==> config.mk <==
export PLATFORM = sky130hd
export DESIGN_NAME = vnu_serial
export DESIGN_NICKNAME = d
export VERILOG_FILES = /design/src/rtl/ldpc_pkg.sv /design/src/rtl/llr_sat.sv /design/src/rtl/vnu_serial.sv
export SDC_FILE = /design/constraint.sdc
export NUM_CORES = 1
export LEC_CHECK = 0
export ABC_AREA = 0
export CORE_ASPECT_RATIO = 0.9
export CORE_MARGIN = 8
export CORE_UTILIZATION = 40
export CTS_CLUSTER_DIAMETER = 80
export DETAILED_ROUTE_END_ITERATION = 12
export SLEW_MARGIN = 20
export SYNTH_ARGS = -nofsm -noshare
export SYNTH_HDL_FRONTEND = slang
export SYNTH_HIERARCHICAL = 1
export SYNTH_SLANG_ARGS = --single-unit
==> constraint.sdc <==
create_clock -name clk -period 3.75 [get_ports clk]
set_input_delay 0.5625 -clock clk [delete_from_list [all_inputs] [get_ports clk]]
set_output_delay 0.5625 -clock clk [all_outputs]
set_load 0.1 [all_outputs]
==> src/rtl/ldpc_pkg.sv <==
// Shared LDPC decoder definitions: width helper, default message width,
// LLR saturation limits and the serial-unit state encoding.
package ldpc_pkg;

  function automatic int clog2(input int n);
    int r;
    for (r = 0; (1 << r) < n; r++) ;
    return r;
  endfunction

  localparam int DATA_W = 8;

  // Symmetric limits: the most negative code is never produced, so negation is safe.
  localparam logic signed [DATA_W-1:0] LLR_MAX = {1'b0, {(DATA_W-1){1'b1}}};
  localparam logic signed [DATA_W-1:0] LLR_MIN = -LLR_MAX;

  typedef enum logic {ACCUM = 1'b0, EMIT = 1'b1} ser_state_e;

endpackage

==> src/rtl/llr_sat.sv <==
// Combinational symmetric saturation of a wide signed value to ±(2^(out_w-1)-1).
module llr_sat #(
  parameter int in_w  = 11,
  parameter int out_w = 8
) (
  input  logic signed [in_w-1:0]  din,
  output logic signed [out_w-1:0] dout
);

  localparam logic signed [in_w-1:0] MAXV = {{(in_w-out_w+1){1'b0}}, {(out_w-1){1'b1}}};
  localparam logic signed [in_w-1:0] MINV = -MAXV;

  always_comb begin
    dout = din[out_w-1:0];
    if (din > MAXV)      dout = MAXV[out_w-1:0];
    else if (din < MINV) dout = MINV[out_w-1:0];
  end

endmodule

==> src/rtl/vnu_serial.sv <==
// Serial min-sum variable-node unit: accumulates LLR + DV check messages,
// then emits DV saturated extrinsic messages plus the hard decision.
module vnu_serial import ldpc_pkg::*; #(
  parameter int DV     = 3,
  parameter int data_w = DATA_W
) (
  input  logic              clk,
  input  logic              rst,
  input  logic              in_valid,
  output logic              in_ready,
  input  logic [data_w-1:0] in_data,
  output logic              out_valid,
  input  logic              out_ready,
  output logic [data_w-1:0] out_q,
  output logic [((clog2(DV) < 1) ? 1 : clog2(DV))-1:0] out_idx,
  output logic              out_last,
  output logic              hard_dec
);

  localparam int idx_w = (clog2(DV) < 1) ? 1 : clog2(DV);
  localparam int sum_w = data_w + clog2(DV+1) + 1;
  localparam int cnt_w = clog2(DV+1);

  ser_state_e state, state_nxt;

  logic [cnt_w-1:0]             cnt;
  logic [idx_w-1:0]             idx;
  logic signed [sum_w-1:0]      sum;
  logic [DV-1:0][data_w-1:0]    r_buf;

  logic                         in_fire, out_fire, last_beat;
  logic signed [sum_w-1:0]      in_sext, r_sext, diff;
  logic [data_w-1:0]            r_sel;

  assign in_fire   = in_valid & in_ready;
  assign out_fire  = out_valid & out_ready;
  assign last_beat = (cnt == cnt_w'(DV));
  assign in_sext   = {{(sum_w-data_w){in_data[data_w-1]}}, in_data};

  always_ff @(posedge clk or posedge rst) begin
    if (rst) state <= ACCUM;
    else     state <= state_nxt;
  end

  // out_ready only steers the next state, so in_ready never sees it combinationally.
  always_comb begin
    state_nxt = state;
    in_ready  = 1'b0;
    out_valid = 1'b0;
    case (state)
      ACCUM: begin
        in_ready = 1'b1;
        if (in_valid && last_beat) state_nxt = EMIT;
      end
      EMIT: begin
        out_valid = 1'b1;
        if (out_ready && out_last) state_nxt = ACCUM;
      end
      default: state_nxt = ACCUM;
    endcase
  end

  always_ff @(posedge clk or posedge rst) begin
    if (rst) begin
      cnt   <= '0;
      idx   <= '0;
      sum   <= '0;
      r_buf <= '0;
    end else begin
      if (in_fire) begin
        sum <= sum + in_sext;
        // beat 0 is the channel LLR and is only summed
        for (int i = 0; i < DV; i++)
          if (cnt == cnt_w'(i+1)) r_buf[i] <= in_data;
        cnt <= last_beat ? '0 : cnt + cnt_w'(1);
      end
      if (out_fire) begin
        if (out_last) begin
          idx <= '0;
          sum <= '0;
        end else begin
          idx <= idx + idx_w'(1);
        end
      end
    end
  end

  always_comb begin
    r_sel = '0;
    for (int i = 0; i < DV; i++)
      if (idx == idx_w'(i)) r_sel = r_buf[i];
  end

  assign r_sext = {{(sum_w-data_w){r_sel[data_w-1]}}, r_sel};
  assign diff   = sum - r_sext;

  llr_sat #(.in_w(sum_w), .out_w(data_w)) u_sat (
    .din  (diff),
    .dout (out_q)
  );

  assign out_idx  = idx;
  assign out_last = (idx == idx_w'(DV-1));
  assign hard_dec = sum[sum_w-1];

endmodule

After elaboration in Yosys (flattened, before gate mapping)
Index checks and enable logic that the tools add are counted.

operators by class
  add/sub/neg operators = 4
  $lt $le $gt $ge = 2
  equal/unequal tests = 5
  muxes and demuxes = 15
  bitwise gates (word level) = 3
  reduce and logical (&&, ||, !) cells = 6

operator list
  operator                                                               number
  8-bit two-way mux                                                      5
  11-bit two-way mux                                                     3
  11-bit by 8-bit adder with 11-bit output                               1
  11-bit by 8-bit > comparator with 1-bit output, second input constant  1
  11-bit by 8-bit < comparator with 1-bit output, second input constant  1
  11-bit by 8-bit subtractor with 11-bit output                          1
  2-bit == test, second input constant                                   3
  2-bit AND reduction                                                    3
  2-bit by 1-bit adder with 2-bit output, second input constant          2
  2-bit by 1-bit == test with 1-bit output, second input constant        2
  1-bit two-way mux                                                      4
  2-bit two-way mux                                                      2
  1-bit bitwise AND                                                      2
  1-bit logical AND                                                      2
  2-bit logical NOT                                                      1
  1-bit one-hot mux with 2 select lines                                  1
  1-bit NOT                                                              1

word-level totals
  register bits = 40
  input port bits = 12
  word-level logic and storage cells = 42

Logic depth before layout (Yosys ltp)
Gate-level depths: netlist of the first run.

  word-level depth = 8
  depth in mapped cells = 16
  mapped depth without buffers = 15

Hierarchy
Netlist of the first run, hierarchy kept.

by module, submodules not included
  module      times used  cells an instance  area an instance (µm²)  sequential area each (µm²)
  vnu_serial  1           267                2646.3                  1001.0
  llr_sat     1           14                 120.1                   0.0

Worst setup path after synthesis of the first run
OpenSTA, ideal clock, no wires.

  kind = register to output
  from = register idx[1] (netlist: out_idx[1])
  to = output port out_q[7]
  arrival time = 4.662 ns
  required time = 3.188 ns
  slack = -1.474 ns
  cell stages (with the launch flop) = 14
  path buffers = 2
  cell sequence = dfrtp_1 > buf_2 > mux2i_1 > o21ai_0 > ha_1 > inv_1 > fa_1 > a21oi_2 > nor2_1 > o31a_1 > o21a_1 > o41a_1 > xnor2_1 > dlygate4sd3_1

on the way
  cells in the longest elaborated chain, start to end = 8
  elaborated cells between the ends (all ways) = 11

ends and longest elaborated chain
  element                                            line              source
  start: declaration                                 vnu_serial.sv:27  logic [idx_w-1:0] idx;
  start signal: assignment                           vnu_serial.sv:82  idx <= idx + idx_w'(1);
  2-bit logical NOT                                  vnu_serial.sv:91  if (idx == idx_w'(i)) r_sel = r_buf[i];
  8-bit two-way mux (2 in series)                    vnu_serial.sv:91
  8-bit two-way mux (*)                              vnu_serial.sv:91
  11-bit by 8-bit subtractor with 11-bit output (*)  vnu_serial.sv:95  assign diff = sum - r_sext;
  via diff[10]                                       vnu_serial.sv:32  logic signed [sum_w-1:0] in_sext, r_sext, diff;
  11-bit by 8-bit < comparator with 1-bit output     llr_sat.sv:16     else if (din < MINV) dout = MINV[out_w-1:0];
  8-bit two-way mux                                  llr_sat.sv:16
  8-bit two-way mux (*)                              llr_sat.sv:15     if (din > MAXV) dout = MAXV[out_w-1:0];
  end: declaration                                   vnu_serial.sv:14  output logic [data_w-1:0] out_q,

The timed path passes the listed nets; every way through them passes the cells marked *.

Final worst setup path of the first run
  from = register idx[1] (netlist: out_idx[1])
  to = output port out_q[0]

on the way
  cells in the longest elaborated chain, start to end = 8
  elaborated cells between the ends (all ways) = 11

ends and longest elaborated chain
  element                                            line
  2-bit logical NOT                                  vnu_serial.sv:91
  8-bit two-way mux (2 in series)                    vnu_serial.sv:91
  8-bit two-way mux (*)                              vnu_serial.sv:91
  11-bit by 8-bit subtractor with 11-bit output (*)  vnu_serial.sv:95
  11-bit by 8-bit < comparator with 1-bit output     llr_sat.sv:16
  8-bit two-way mux                                  llr_sat.sv:16
  8-bit two-way mux (*)                              llr_sat.sv:15

Mark *: on every way between the ends. The rest lies on a longest branch, timed or not.

==> results.sh, run 1 <==
export IMPL_finalCriticalPeriod_ns=4.36
export IMPL_holdPathStages=2
export IMPL_crit_family="compound AO/OA/AOI/OAI gates"
export IMPL_slew_headroom_pct=35.2
export IMPL_cts_buffers=5
export IMPL_synthCells=281
export IMPL_synth_top_area_share_pct=36.2
export IMPL_violations="setup timing"
export IMPL_synth_cell_types=53
export IMPL_yosysMostFrequentCell="dfrtp_1"
export IMPL_antenna_found_initial=0
export IMPL_synthArstFlopShare_pct=100
export IMPL_drt_pass1_iterations=4
export IMPL_core_area_um2=6620
export IMPL_fmax_ghz=0.229
export IMPL_hold_violations=0
export IMPL_clk_pin_slew_ns=0.09
export IMPL_synth_top_area_cell="dfrtp_1"
export IMPL_status="complete, but fails checks"
export IMPL_drc=0
export IMPL_gp_congestion=0.854
export IMPL_cp_arrival_ns=3.80
export IMPL_synth_main_ff_cell="dfrtp_1"
export IMPL_vias=2232
export IMPL_r2r_cells=9
export IMPL_crit_required_ns=3.19
export IMPL_synth_seq_cells=40
export IMPL_holdPathEnd="r_buf[9]"
export IMPL_fin_crit_sh_pct=116
export IMPL_vias_per_cell=5.26
export IMPL_drive_above_1_share_pct=26.9
export IMPL_finalSetupViolCount=8
export IMPL_min_path_type="reg -> reg"
export IMPL_hp_start="r_buf[9]"
export IMPL_crit_fanout=3
export IMPL_clkLatencyLatePin_ns=0.30
export IMPL_start_util_pct=41.8
export IMPL_rsz0062_at_grt="true"
export IMPL_htree_levels=2
export IMPL_ios=26
export IMPL_yosys_top_cells_count="dfrtp_1, nand2_1, ha_1"
export IMPL_dp_hpwl_mm=5.07
export IMPL_cts_tree="done"
export IMPL_ant_nets=0
export IMPL_grt_pass1_vias=2351
export IMPL_grt_pass1_wl_mm=11.3
export IMPL_tightest_slew_ns=0.970
export IMPL_grt_total_usage_pct=13.9
export IMPL_die_height_um=94.9
export IMPL_die_w_um=104
export IMPL_num_rows=28
export IMPL_worstSetupStartpointType="flip-flop"
export IMPL_root_buffer="clkbuf_8"
export IMPL_syn_to_final_growth_pct=27.0
export IMPL_crit_slowest_cell="dfrtp_4"
export IMPL_syn_avg_cell_area_um2=9.84
export IMPL_wl_mm=6.47
export IMPL_stdcell_count=424
export IMPL_ctsHoldBuffers=0
export IMPL_drt_iter0_drc=91
export IMPL_holdWs_ns=0.492
export IMPL_drv_slew=0
export IMPL_fin_ws_ns=-0.614
export IMPL_worstPathCellList="nor2b_2 -> nand2_1 -> o21ai_1 -> ha_2 -> inv_2 -> fa_2 -> a21oi_4 -> nor2_2 -> o31a_1 -> o21a_1 -> o41a_1 -> xnor2_2 -> nor4b_4 -> a22oi_2 -> or3b_4 -> buf_12"
export IMPL_yosys_warnings=6
export IMPL_io_buffers=25
export IMPL_synth_edf_count=0
export IMPL_crit_reg2reg_launch="sum[0]"
export IMPL_grt_max_degree=26
export IMPL_syn_area_um2=2770
export IMPL_synth_seq_area_share_pct=36.2
export IMPL_crit_path_max_incr_delay_ns=0.50
export IMPL_pre_cts_ws_ns=-0.293
export IMPL_syn_num_nets=318
export IMPL_synthTopCellsByArea="dfrtp_1, ha_1, mux2_2"
export IMPL_layout_nets=370
export IMPL_path_buf_inv=2
export IMPL_dpl_cell_count=410
export IMPL_fin_skew_ns=0.00716
export IMPL_crit_path_end_kind="output pin"
export IMPL_clock_sinks=40
export IMPL_die_area_um2=9840
export IMPL_r2r_end="sum[8]"
export IMPL_rrSetupSlack_ns=1.34
export IMPL_max_cap_violations=0
export IMPL_cts_buffer_depth=2
export IMPL_path_class="reg -> out"
export IMPL_diodes=0
export IMPL_overflow=0
export IMPL_routedWlPerCell_um=15.3
[worst min-delay path: stages (launching register included)]
cell and delay, ns:
dfrtp_1 0.36, nand2_1 0.05, o21ai_0 0.06
[per-stage QoR]
| step | TNS [ns] | cell area (um2) | util [%] |
|---|---|---|---|
| floorplan | -4.33 | 2810 | - |
| global placement | -1.39 | 3350 | 50.5 |
| detailed placement | -1.77 | 3350 | 50.5 |
| CTS | -4.49 | 3500 | 52.9 |
| global route | -5.64 | 3510 | 53.1 |
| finish | -4.18 | 3510 | 53.1 |
[what timing repair did]
| item | CTS | global route |
|---|---|---|
| endpoints found under the setup margin | 8 | 8 |
| gates resized for setup | 9 | 2 |
| pin swaps | 1 | 2 |
| cloned | 0 | 0 |
| setup buffers | 5 | 3 |
[kinds of logic (layout without fill, tap and decap cells)]
logic type,after synthesis,in the layout,share of synthesized area (%)
AOI/OAI and AO/OA,64,64,15.2
buffers and inverters,21,74,3.80
xor gates and xnor gates,12,12,3.80
and+or+nand+nor,88,88,16.9
muxes,31,31,12.2
adders and majority gates,25,25,11.9
DFF,40,40,36.2
[worst max-delay path by stage]
stage	start	end	slack, ns	cells after the start
floorplan	out_idx[1]	out_q[0]	-0.59	15
global placement	out_idx[1]	out_q[0]	-0.26	15
detailed placement	out_idx[1]	out_q[0]	-0.29	16
CTS	out_idx[1]	out_q[0]	-0.63	16
global route	out_idx[1]	out_q[0]	-0.77	16
finish	out_idx[1]	out_q[0]	-0.61	16
[flip-flops by register name (all words and copies together) (netlist names)]
signal	count
state	1
r_buf	24
cnt	2
sum	11
out_idx	2
[layout by cell type, fill, tap and decap left out, types with 6 or more instances in the layout]
master           Yosys  final
mux2i_1              9      9
clkdlybuf4s50_1      0     16
xnor2_1              7      6
nand2_1             26     26
o21ai_0             10      9
buf_12               0      8
mux2_2              22     22
a21oi_1             20     20
ha_1                23     22
dfrtp_1             40     38
buf_4                1     28
inv_1               12     10
nor2b_1              8      7
nor2_1              18     17
nand3_1              7      7
[area by class of cell]
class	instances	area [um2]
fill	603	3110
multi-input combinational	220	1700
sequential	40	1010
timing repair buffer	54	553
tap	90	113
clock buffer	5	68.8
inverter	12	45.0
clock inverter	3	23.8
[routing by layer]
metal | vias to the layer above | wire [um] | track usage, %
li1 | 1114 | - | -
met3 | 3 | 203 | 3.40
met1 | 1083 | 3070 | 17.0
met5 | - | 0 | 0
met4 | 0 | 29 | 2.29
met2 | 32 | 3170 | 24.6
Power of run 1 is not shown: default switching activity piles up to over one toggle a cycle in this logic, so the estimate is an artifact.
==> run 2: changes to the inputs <==
--- a/config.mk
+++ b/config.mk
@@ -8,9 +8,10 @@
 export ABC_AREA = 0
 export CORE_ASPECT_RATIO = 0.9
 export CORE_MARGIN = 8
-export CORE_UTILIZATION = 40
+export CORE_UTILIZATION = 52
 export CTS_CLUSTER_DIAMETER = 80
 export DETAILED_ROUTE_END_ITERATION = 12
+export PLACE_DENSITY = 0.88
 export SLEW_MARGIN = 20
 export SYNTH_ARGS = -nofsm -noshare
 export SYNTH_HDL_FRONTEND = slang
==> run 2 against run 1 <==
Effect of this change:
- the flow still finishes with violations (setup timing)
- core utilization rose by 14 points
- sequential share of layout area up 0.13 points
- cell area shrank 0.46%
- worst hold slack better by 0.017 ns
- count of clock-buffer cells in the layout grew 3
- global-route usage grew 4.4 points
- wire length rose by 5.3%
- critical path depth fell by 1
- fmax shrank 0.73%
- cell count shrank 5.4%
- die area fell by 20%
- highest routed layer unchanged
==> results.sh, run 2 (synthesis results as in run 1) <==
export IMPL_status="complete, but fails checks"
export IMPL_clk_pin_slew_ns=0.08
export IMPL_clkLatencyLatePin_ns=0.29
export IMPL_die_w_um=92.9
export IMPL_antenna_found_initial=0
export IMPL_min_path_type="reg -> reg"
export IMPL_path_class="reg -> out"
export IMPL_dpl_instance_area_um2=3300
export IMPL_die_height_um=85.2
export IMPL_cts_buffer_depth=2
export IMPL_crit_path_end_kind="output pin"
export IMPL_overflow=0
export IMPL_io_buffers=25
export IMPL_syn_to_final_growth_pct=26.4
export IMPL_fin_area_um2=3500
export IMPL_root_buffer="clkbuf_8"
export IMPL_path_buf_inv=2
export IMPL_grt_max_degree=29
export IMPL_ios=26
export IMPL_met2_length_mm=3.47
export IMPL_cts_tree="done"
export IMPL_drt_iter0_drc=140
export IMPL_wl_met1_mm=3.00
export IMPL_fin_skew_ns=0.00353
export IMPL_dr_wl_met3_um=207
export IMPL_wl_mm=6.81
export IMPL_reg_largest_list="r_buf (24), sum (11)"
export IMPL_start_util_pct=53.3
export IMPL_max_cap_violations=0
export IMPL_crit_reg2reg_launch="sum[0]"
export IMPL_clock_sinks=40
export IMPL_grt_pass1_wl_mm=11.8
export IMPL_cts_buffers=5
export IMPL_worstSetupStartpointType="flip-flop"
export IMPL_grt_pass1_vias=2498
export IMPL_grt_total_usage_pct=18.2
export IMPL_layout_nets=370
export IMPL_hp_start="r_buf[5]"
export IMPL_htree_levels=2
export IMPL_crit_family="compound AO/OA/AOI/OAI gates"
export IMPL_core_area_um2=5190
export IMPL_die_area_um2=7910
export IMPL_cp_arrival_ns=3.83
export IMPL_finalSetupViolCount=8
export IMPL_crit_fanout=3
export IMPL_dp_hpwl_mm=5.06
export IMPL_crit_path_max_incr_delay_ns=0.51
export IMPL_crit_slowest_cell="dfrtp_4"
export IMPL_layout_common_cells="dfrtp_1, buf_4, nand2_1, mux2_2, ha_1"
export IMPL_tightest_slew_ns=0.975
export IMPL_diodes=0
export IMPL_fin_ws_ns=-0.646
export IMPL_drv_slew=0
export IMPL_ant_nets=0
export IMPL_cp_startpoint="out_idx[1]"
export IMPL_num_rows=25
export IMPL_largest_register_ffs=24
export IMPL_violations="setup timing"
export IMPL_multi_input_area_um2=1720
export IMPL_drc=0
export IMPL_fmax_ghz=0.227
export IMPL_gp_congestion=0.850
export IMPL_worstPathCellList="mux2i_1 -> o21ai_2 -> ha_2 -> inv_2 -> fa_2 -> a21oi_4 -> nor2_2 -> o31a_1 -> o21a_1 -> o41a_1 -> xnor2_2 -> nor4b_4 -> a22oi_2 -> or3b_4 -> buf_12"
export IMPL_drive_above_1_share_pct=27.5
export IMPL_vias=2345
export IMPL_vias_per_cell=5.85
export IMPL_finalCriticalPeriod_ns=4.40
export IMPL_crit_required_ns=3.19
export IMPL_top_layer="met4"
export IMPL_regArea_um2=1010
export IMPL_slew_headroom_pct=34.8
export IMPL_routedWlPerCell_um=17.0
export IMPL_fin_crit_sh_pct=117
export IMPL_fill_cells=391
export IMPL_top_register="r_buf"
export IMPL_rsz0062_at_grt="true"
export IMPL_hold_violations=0
export IMPL_final_common_cell="dfrtp_1"
export IMPL_drt_pass1_iterations=4
[run 2: cell types whose count changed in the layout (fill, tap and decap cells not counted), sizes merged]
| cell | delta |
|---|---|
| inv | +1 |
| clkinv | -2 |
| clkinvlp | -2 |
| clkbuf | +3 |
[run 2: final timing paths]
kind                             endpoint  slack [ns]  cells past startpoint
min in group asynchronous       r_buf[21]        0.65                      2
worst min register to register   r_buf[5]        0.51                      1
worst min-delay path             r_buf[5]        0.51                      1
max in group asynchronous       r_buf[22]        2.56                      3
worst max register to register     sum[8]        1.29                      9
worst max-delay path             out_q[0]       -0.65                     15
[run 2: through the flow]
step	setup TNS [ns]	hold slack [ns]	utilization [%]	cells	setup WS [ns]
after detailed placement	-2.13	0.492	63.6	385	-0.330
after global placement	-1.59	0.481	63.6	385	-0.261
after global routing	-5.54	0.526	67.3	401	-0.815
final	-4.05	0.509	67.3	401	-0.646
after floorplan	-4.33	0.449	-	281	-0.587
after CTS	-4.10	0.509	66.3	397	-0.620
[run 2: layout make-up]
cell class,instances,share of cell area [%]
Multi-Input combinational cell,220,49.1
Tap cell,67,2.40
Inverter,12,1.29
Sequential cell,40,28.8
Clock buffer,8,2.58
Timing Repair Buffer,54,15.8
[run 2: timing repair]
action,in CTS,in global routing
endpoints found under the setup margin,8,8
pin swaps,2,2
resized for setup,7,6
setup buffers,4,4
hold buffers,0,0
hold endpoints to repair,0,0
[run 2: worst register-to-register path, delay by kind of cell (launching register included)]
| family | cells | cell delay [ns] |
|---|---|---|
| buf+inv | 1 | 0.07 |
| flops | 1 | 0.38 |
| fa+ha+maj | 2 | 0.63 |
| simple gates | 3 | 0.74 |
| compound gates | 3 | 0.58 |
[run 2: per-layer routing]
layer,vias to the layer above,GRT usage [%]
met2,48,31.5
met4,0,5.56
met5,-,0
li1,1117,-
met1,1165,21.7
met3,15,4.32
Power of run 2 is left out for the same reason.
